--- src/rtl/result_mux_stage.sv ---
// Write-back result selector: ALU / formatted load data / PC+4 / immediate.
// Latency: Result is combinational (0 cycles); Result_Q/Valid_Q follow 1 cycle later.
// Backpressure: none; the stage always accepts, Valid_In only gates the register capture.
//
// Ports:
//   clk, rst_n        clock (rising edge) and asynchronous active-low reset
//   ALUResult         ALU output; [1:0] doubles as the load byte offset
//   ReadData          raw aligned word from data memory
//   PC_Plus_4         link value for JAL/JALR
//   ImmExt            extended immediate for LUI
//   ResultSrc         00 ALU, 01 load, 10 PC+4, 11 immediate
//   Funct3            load type, only meaningful when ResultSrc = 01
//   Valid_In          instruction writes back this cycle
//   Result            combinational selected result
//   Result_Q, Valid_Q registered copy of Result (captured when valid) and of Valid_In
module result_mux_stage #(
    parameter logic [31:0] RESET_VALUE = 32'h0000_0000
) (
    input  logic        clk,
    input  logic        rst_n,
    input  logic [31:0] ALUResult,
    input  logic [31:0] ReadData,
    input  logic [31:0] PC_Plus_4,
    input  logic [31:0] ImmExt,
    input  logic [1:0]  ResultSrc,
    input  logic [2:0]  Funct3,
    input  logic        Valid_In,
    output logic [31:0] Result,
    output logic [31:0] Result_Q,
    output logic        Valid_Q
);

    logic [1:0]  off;
    logic [7:0]  byte_sel;
    logic [15:0] half_sel;
    logic [31:0] load_data;
    logic [31:0] result_d;
    logic [31:0] result_q;
    logic        valid_q;

    assign off = ALUResult[1:0];

    // Byte and halfword lane extraction. The halfword lane uses only off[1];
    // a misaligned halfword silently reads the lower-aligned half.
    always_comb begin
        byte_sel = ReadData[7:0];
        case (off)
            2'b00: byte_sel = ReadData[7:0];
            2'b01: byte_sel = ReadData[15:8];
            2'b10: byte_sel = ReadData[23:16];
            2'b11: byte_sel = ReadData[31:24];
            default: byte_sel = ReadData[7:0];
        endcase
        half_sel = off[1] ? ReadData[31:16] : ReadData[15:0];
    end

    // Load formatting; reserved encodings pass the raw word through.
    always_comb begin
        load_data = ReadData;
        case (Funct3)
            3'b000: load_data = {{24{byte_sel[7]}}, byte_sel};
            3'b001: load_data = {{16{half_sel[15]}}, half_sel};
            3'b010: load_data = ReadData;
            3'b100: load_data = {24'h0, byte_sel};
            3'b101: load_data = {16'h0, half_sel};
            default: load_data = ReadData;
        endcase
    end

    // Explicit case keeps the output dependent only on the selected source.
    always_comb begin
        result_d = ALUResult;
        case (ResultSrc)
            2'b00: result_d = ALUResult;
            2'b01: result_d = load_data;
            2'b10: result_d = PC_Plus_4;
            2'b11: result_d = ImmExt;
            default: result_d = ALUResult;
        endcase
    end

    assign Result = result_d;

    always_ff @(posedge clk or negedge rst_n) begin
        if (!rst_n) begin
            result_q <= RESET_VALUE;
            valid_q  <= 1'b0;
        end else begin
            valid_q <= Valid_In;
            if (Valid_In) begin
                result_q <= result_d;
            end
        end
    end

    assign Result_Q = result_q;
    assign Valid_Q  = valid_q;

endmodule

--- config.mk ---
export PLATFORM = sky130hd
export DESIGN_NAME = result_mux_stage
export DESIGN_NICKNAME = d
export VERILOG_FILES = /design/src/rtl/result_mux_stage.sv
export SDC_FILE = /design/constraint.sdc
export NUM_CORES = 1
export LEC_CHECK = 0
export ABC_AREA = 1
export BUFFER_PORTS_ARGS = -buffer_cell sky130_fd_sc_hd__buf_2
export CORE_ASPECT_RATIO = 1.75
export CORE_UTILIZATION = 46
export CTS_CLUSTER_DIAMETER = 60
export DETAILED_ROUTE_END_ITERATION = 12
export GPL_ROUTABILITY_DRIVEN = 0
export HOLD_SLACK_MARGIN = 0.03
export PLACE_DENSITY_LB_ADDON = 0.25
export SLEW_MARGIN = 40
export SYNTH_ARGS = -nofsm -noshare
export SYNTH_HDL_FRONTEND = slang
export SYNTH_SLANG_ARGS = --single-unit
export TNS_END_PERCENT = 30
--- constraint.sdc ---
create_clock -name clk -period 2.45 [get_ports clk]
set_clock_uncertainty 0.05 [all_clocks]
set_input_delay 0.49 -clock clk [delete_from_list [all_inputs] [get_ports clk]]
set_output_delay 0.49 -clock clk [all_outputs]
set_load 0.01 [all_outputs]
* Word level (Yosys, flattened, before mapping)
Index checks and enable logic that the tools add are counted.
** Cells by class
- Reductions and logical operators :: 3
- Muxes and demuxes :: 4
- Equal/unequal tests :: 9
** Operators by type and width (number)
- $pmux W32 S4 :: 2
- $pmux W8 S4 :: 1
- $mux W16 :: 1
- $eq A2 B2 Y1 const B :: 4
- $eq A3 B3 Y1 const B :: 2
- $eq A2 B1 Y1 const B :: 2
- $logic_not A2 Y1 :: 2
- $eq A3 B1 Y1 const B :: 1
- $logic_not A3 Y1 :: 1
** Word-level totals
- Bits in registers :: 33
- Output and inout bits :: 65

* Depth between registers and ports, before layout
- Depth after elaboration :: 4
- Mapped depth :: 11

* Worst setup path before layout
No wires, ideal clock.
- Path type :: input port to output port
- Start point :: in ALUResult[1]
- End point :: out Result[17]
- Data required time :: 1.910 ns
- Stages on the path :: 8
- Slack :: 0.545 ns
- Data arrival time :: 1.365 ns
- Cell sequence :: buf_6 nand2_2 nand2_4 a21oi_4 nand2_4 buf_6 a21oi_2 nand2_1
** On the way
- Cells in the longest elaborated chain, start to end :: 4
- Elaborated cells between the ends (all ways) :: 8
** Ends and longest elaborated chain
- start: declaration :: line 21 : input logic [31:0] ALUResult,
- $eq A2 B2 Y1, or another cell as far along :: line 47 : case (off)
- $pmux W8 S4 :: line 47
- $pmux W32 S4 * :: line 60 : case (Funct3)
- $pmux W32 S4 * :: line 73 : case (ResultSrc)
- end: declaration :: line 28 : output logic [31:0] Result,
Every way passes the cells marked *; elsewhere a longest branch is shown, timed or not.

* Final worst setup path
- Start point :: in ALUResult[1]
- End point :: out Result[30]
Same word-level chain as after synthesis.

==> reports/metrics.csv <==
stage,metric,value,unit
worst_setup_path,most frequent CP cell,buf_2,
cts,cts hold-fix bufs,0,
worst_setup_path,Crit Path Max Fanout,17,
min_path,worst hold path class,input pin to asynchronous set/reset pin,
power,Leakage,2.49,nW
route,vias per cell,5.41,
worst_setup_path,Reg2Reg Depth,2,
synth,Post-synth top flop,dfrtp_1,
synth,register area share after synthesis,0.274,
synth,Avg Inst Size Synth,5.88,µm²
route,Post-DRT Antenna Nets,0,
run_status,status,"finished, final reports clean",
timing,setup TNS,0,ns
synth,net count after synthesis,649,
timing,RSZ-0062 raised after global routing,false,
floorplan,Core Area,6280,µm²
synth,Gate Count Post-Synth,513,
floorplan,Die Area,6900,µm²
route,routed wire length per instance,15.3,µm
timing,Worst-Margin Slew,0.465,ns
cts,CTS root buffer,clkbuf_8,
placed_design,Port Buffer Count,200,
placed_design,HPWL Detailed,9.25,mm
floorplan,Die H,109,µm
worst_setup_path,"Cell Chain, Critical Path",buf_2 -> inv_6 -> nand2_2 -> nand3_2 -> nand3_4 -> nand2_4 -> a21oi_1 -> nand2_1 -> buf_2,
cells_and_area,nets,830,
power,Peak VDD IR,0.000512,V
worst_setup_path,"slowest stage delay, CP",0.23,ns
route,DR pass1 iterations,7,
timing,post-route setup slack,0.109,ns
worst_setup_path,crit path DAT,1.80,ns
cells_and_area,Util after Layout,0.661,
route,DRT iter0 DRCs,359,
route,DR vias,4193,
synth,"EDFF count, synth",0,
timing,Final Hold Viols,0,
timing,final worst path period share,0.955,
cells_and_area,ant diodes,0,
synth,Seq cells post-synth,33,
timing,Pins Over Slew Limit,0,
cells_and_area,layout cells sized above 1,0.354,
synth,share of synthesized registers carrying an async set or reset,1.00,
global_routing,vias in the first global route,3922,
cts,CTS Buffer Depth,2,
cts,CTS buffer count,5,
cts,Post-CTS Setup Repair Bufs,0,
global_routing,initial antenna violation count,0,
global_routing,largest net degree at the start of global routing,66,
run,Max-Cap Viols,0,
synth,"Cell Area, Synth",3020,µm²
worst_setup_path,"Largest delay share family, worst path",simple AND/OR/NAND/NOR gates,
cts,worst skew pair latency,0.28,ns
worst_setup_path,FF-to-FF End,Result_Q[8],
power,Tot Pwr,1.94,mW
cts,CTS H-Tree Depth,2,
worst_setup_path,Crit Reg-Reg Startpoint,Result_Q[8],
global_routing,total track usage,0.346,
timing,max_slew headroom,0.689,
synth,synth warn,0,
power,power per cell area,467,nW/µm²
cts,CTS tree,built,
global_routing,first-pass GRT wire length,18.5,mm
worst_setup_path,Startpoint Class,input pin,
worst_setup_path,r2r setup slk,1.77,ns
synth,"Distinct cells, synth",25,
worst_setup_path,"Buf+Inv Stages, Crit Path",3,
cts,Num Clock Sinks,33,
cts,CTS resizes,0,
worst_setup_path,CP endpoint kind,output port,
cts,clk slew on worst S/H paths,0.07,ns
global_routing,grt ovf,0,
worst_setup_path,required time worst endpoint,1.91,ns
floorplan,Die Wd,63.2,µm
floorplan,# IOs,201,
floorplan,Std-Cell Rows,38,
worst_setup_path,CP Class,input pin to output port,
timing,fmax,0.427,GHz
cells_and_area,# fillers,660,
route,DRT Wirelength,11.9,mm
cells_and_area,Layout area overhead,37.4,%
timing,final setup fails,0,
placed_design,DP Worst Slack,0.135,ns
floorplan,initial core utilization,0.481,
route,DRC violations left,0,
worst_setup_path,Critical-path top delay cell,a21oi_1,
timing,minimum clock period,2.34,ns
[per-layer routing]
metal  part of all wire  GRT usage
met4              0.045      0.179
met3              0.080     0.0649
met1               0.37      0.385
met2               0.50      0.620
met5                  0          0
[cell usage in the layout, fill, tap and decap left out, drive strengths merged]
cell type	n
nand2	219
inv	32
nor2	44
nand4	2
buf	210
a21oi	30
nand3b	5
o21ai	19
clkbuf	7
dfrtp	33
o211ai	5
a31oi	1
bufinv	1
nand3	87
[worst max-delay path by stage]
| stage | startpoint | slack [ns] | depth (start not counted) | end |
|---|---|---|---|---|
| global route | Funct3[1] | 0.04 | 9 | Result[31] |
| finish | ALUResult[1] | 0.11 | 9 | Result[30] |
| detailed placement | ALUResult[1] | 0.13 | 9 | Result[30] |
| floorplan | ALUResult[1] | 0.55 | 8 | Result[17] |
| global placement | ALUResult[1] | 0.21 | 9 | Result[29] |
| CTS | ALUResult[1] | 0.14 | 9 | Result[30] |
[cell type report]
class | count | area [µm²] | area share
multi-input combinational | 412 | 1890 | 0.456
timing repair buffer | 210 | 1090 | 0.263
sequential | 33 | 826 | 0.199
inverter | 32 | 125 | 0.0302
tap | 80 | 100 | 0.0241
clock buffer | 7 | 86.3 | 0.0208
clock inverter | 1 | 30.0 | 0.00724
[state kept, by name (all words and copies together) (netlist names)]
name      cells
Result_Q     32
Valid_Q       1
[power by group]
group / internal (mW) / switching (mW) / leakage (nW)
Sequential: 0.612 / 0.0371 / 0.411
Clock: 0.332 / 0.214 / 0.0585
Combinational: 0.292 / 0.449 / 2.02
Total: 1.24 / 0.700 / 2.49
[kinds of logic after synthesis]
logic type,Yosys count,synth area share
buf+inv,68,0.101
simple gates,357,0.513
compound gates,55,0.112
flops,33,0.274
[synthesized netlist by cell type (4+ instances only)]
library cell / instances / share of area
o211ai_1: 5 / 0.012
o21ai_0: 14 / 0.023
nand2_1: 213 / 0.26
nor2_1: 41 / 0.051
clkbuf_1: 10 / 0.012
a21oi_2: 10 / 0.029
buf_2: 24 / 0.040
nand3_1: 84 / 0.14
inv_1: 27 / 0.034
nand3b_1: 5 / 0.012
a21oi_1: 19 / 0.032
dfrtp_1: 33 / 0.27
o21ai_1: 5 / 0.0083
inv_2: 4 / 0.0050
[metrics by stage]
stage / instance area [µm²] / std cells / hold slack [ns]
after detailed placement: 4030 / 767 / 0.414
after global placement: 4030 / 767 / 0.408
after CTS: 4150 / 775 / 0.257
after global routing: 4150 / 775 / 0.129
after floorplan: 3020 / 513 / 0.144
final: 4150 / 775 / 0.0866
Note: power is estimated with default switching activity, not from simulation.
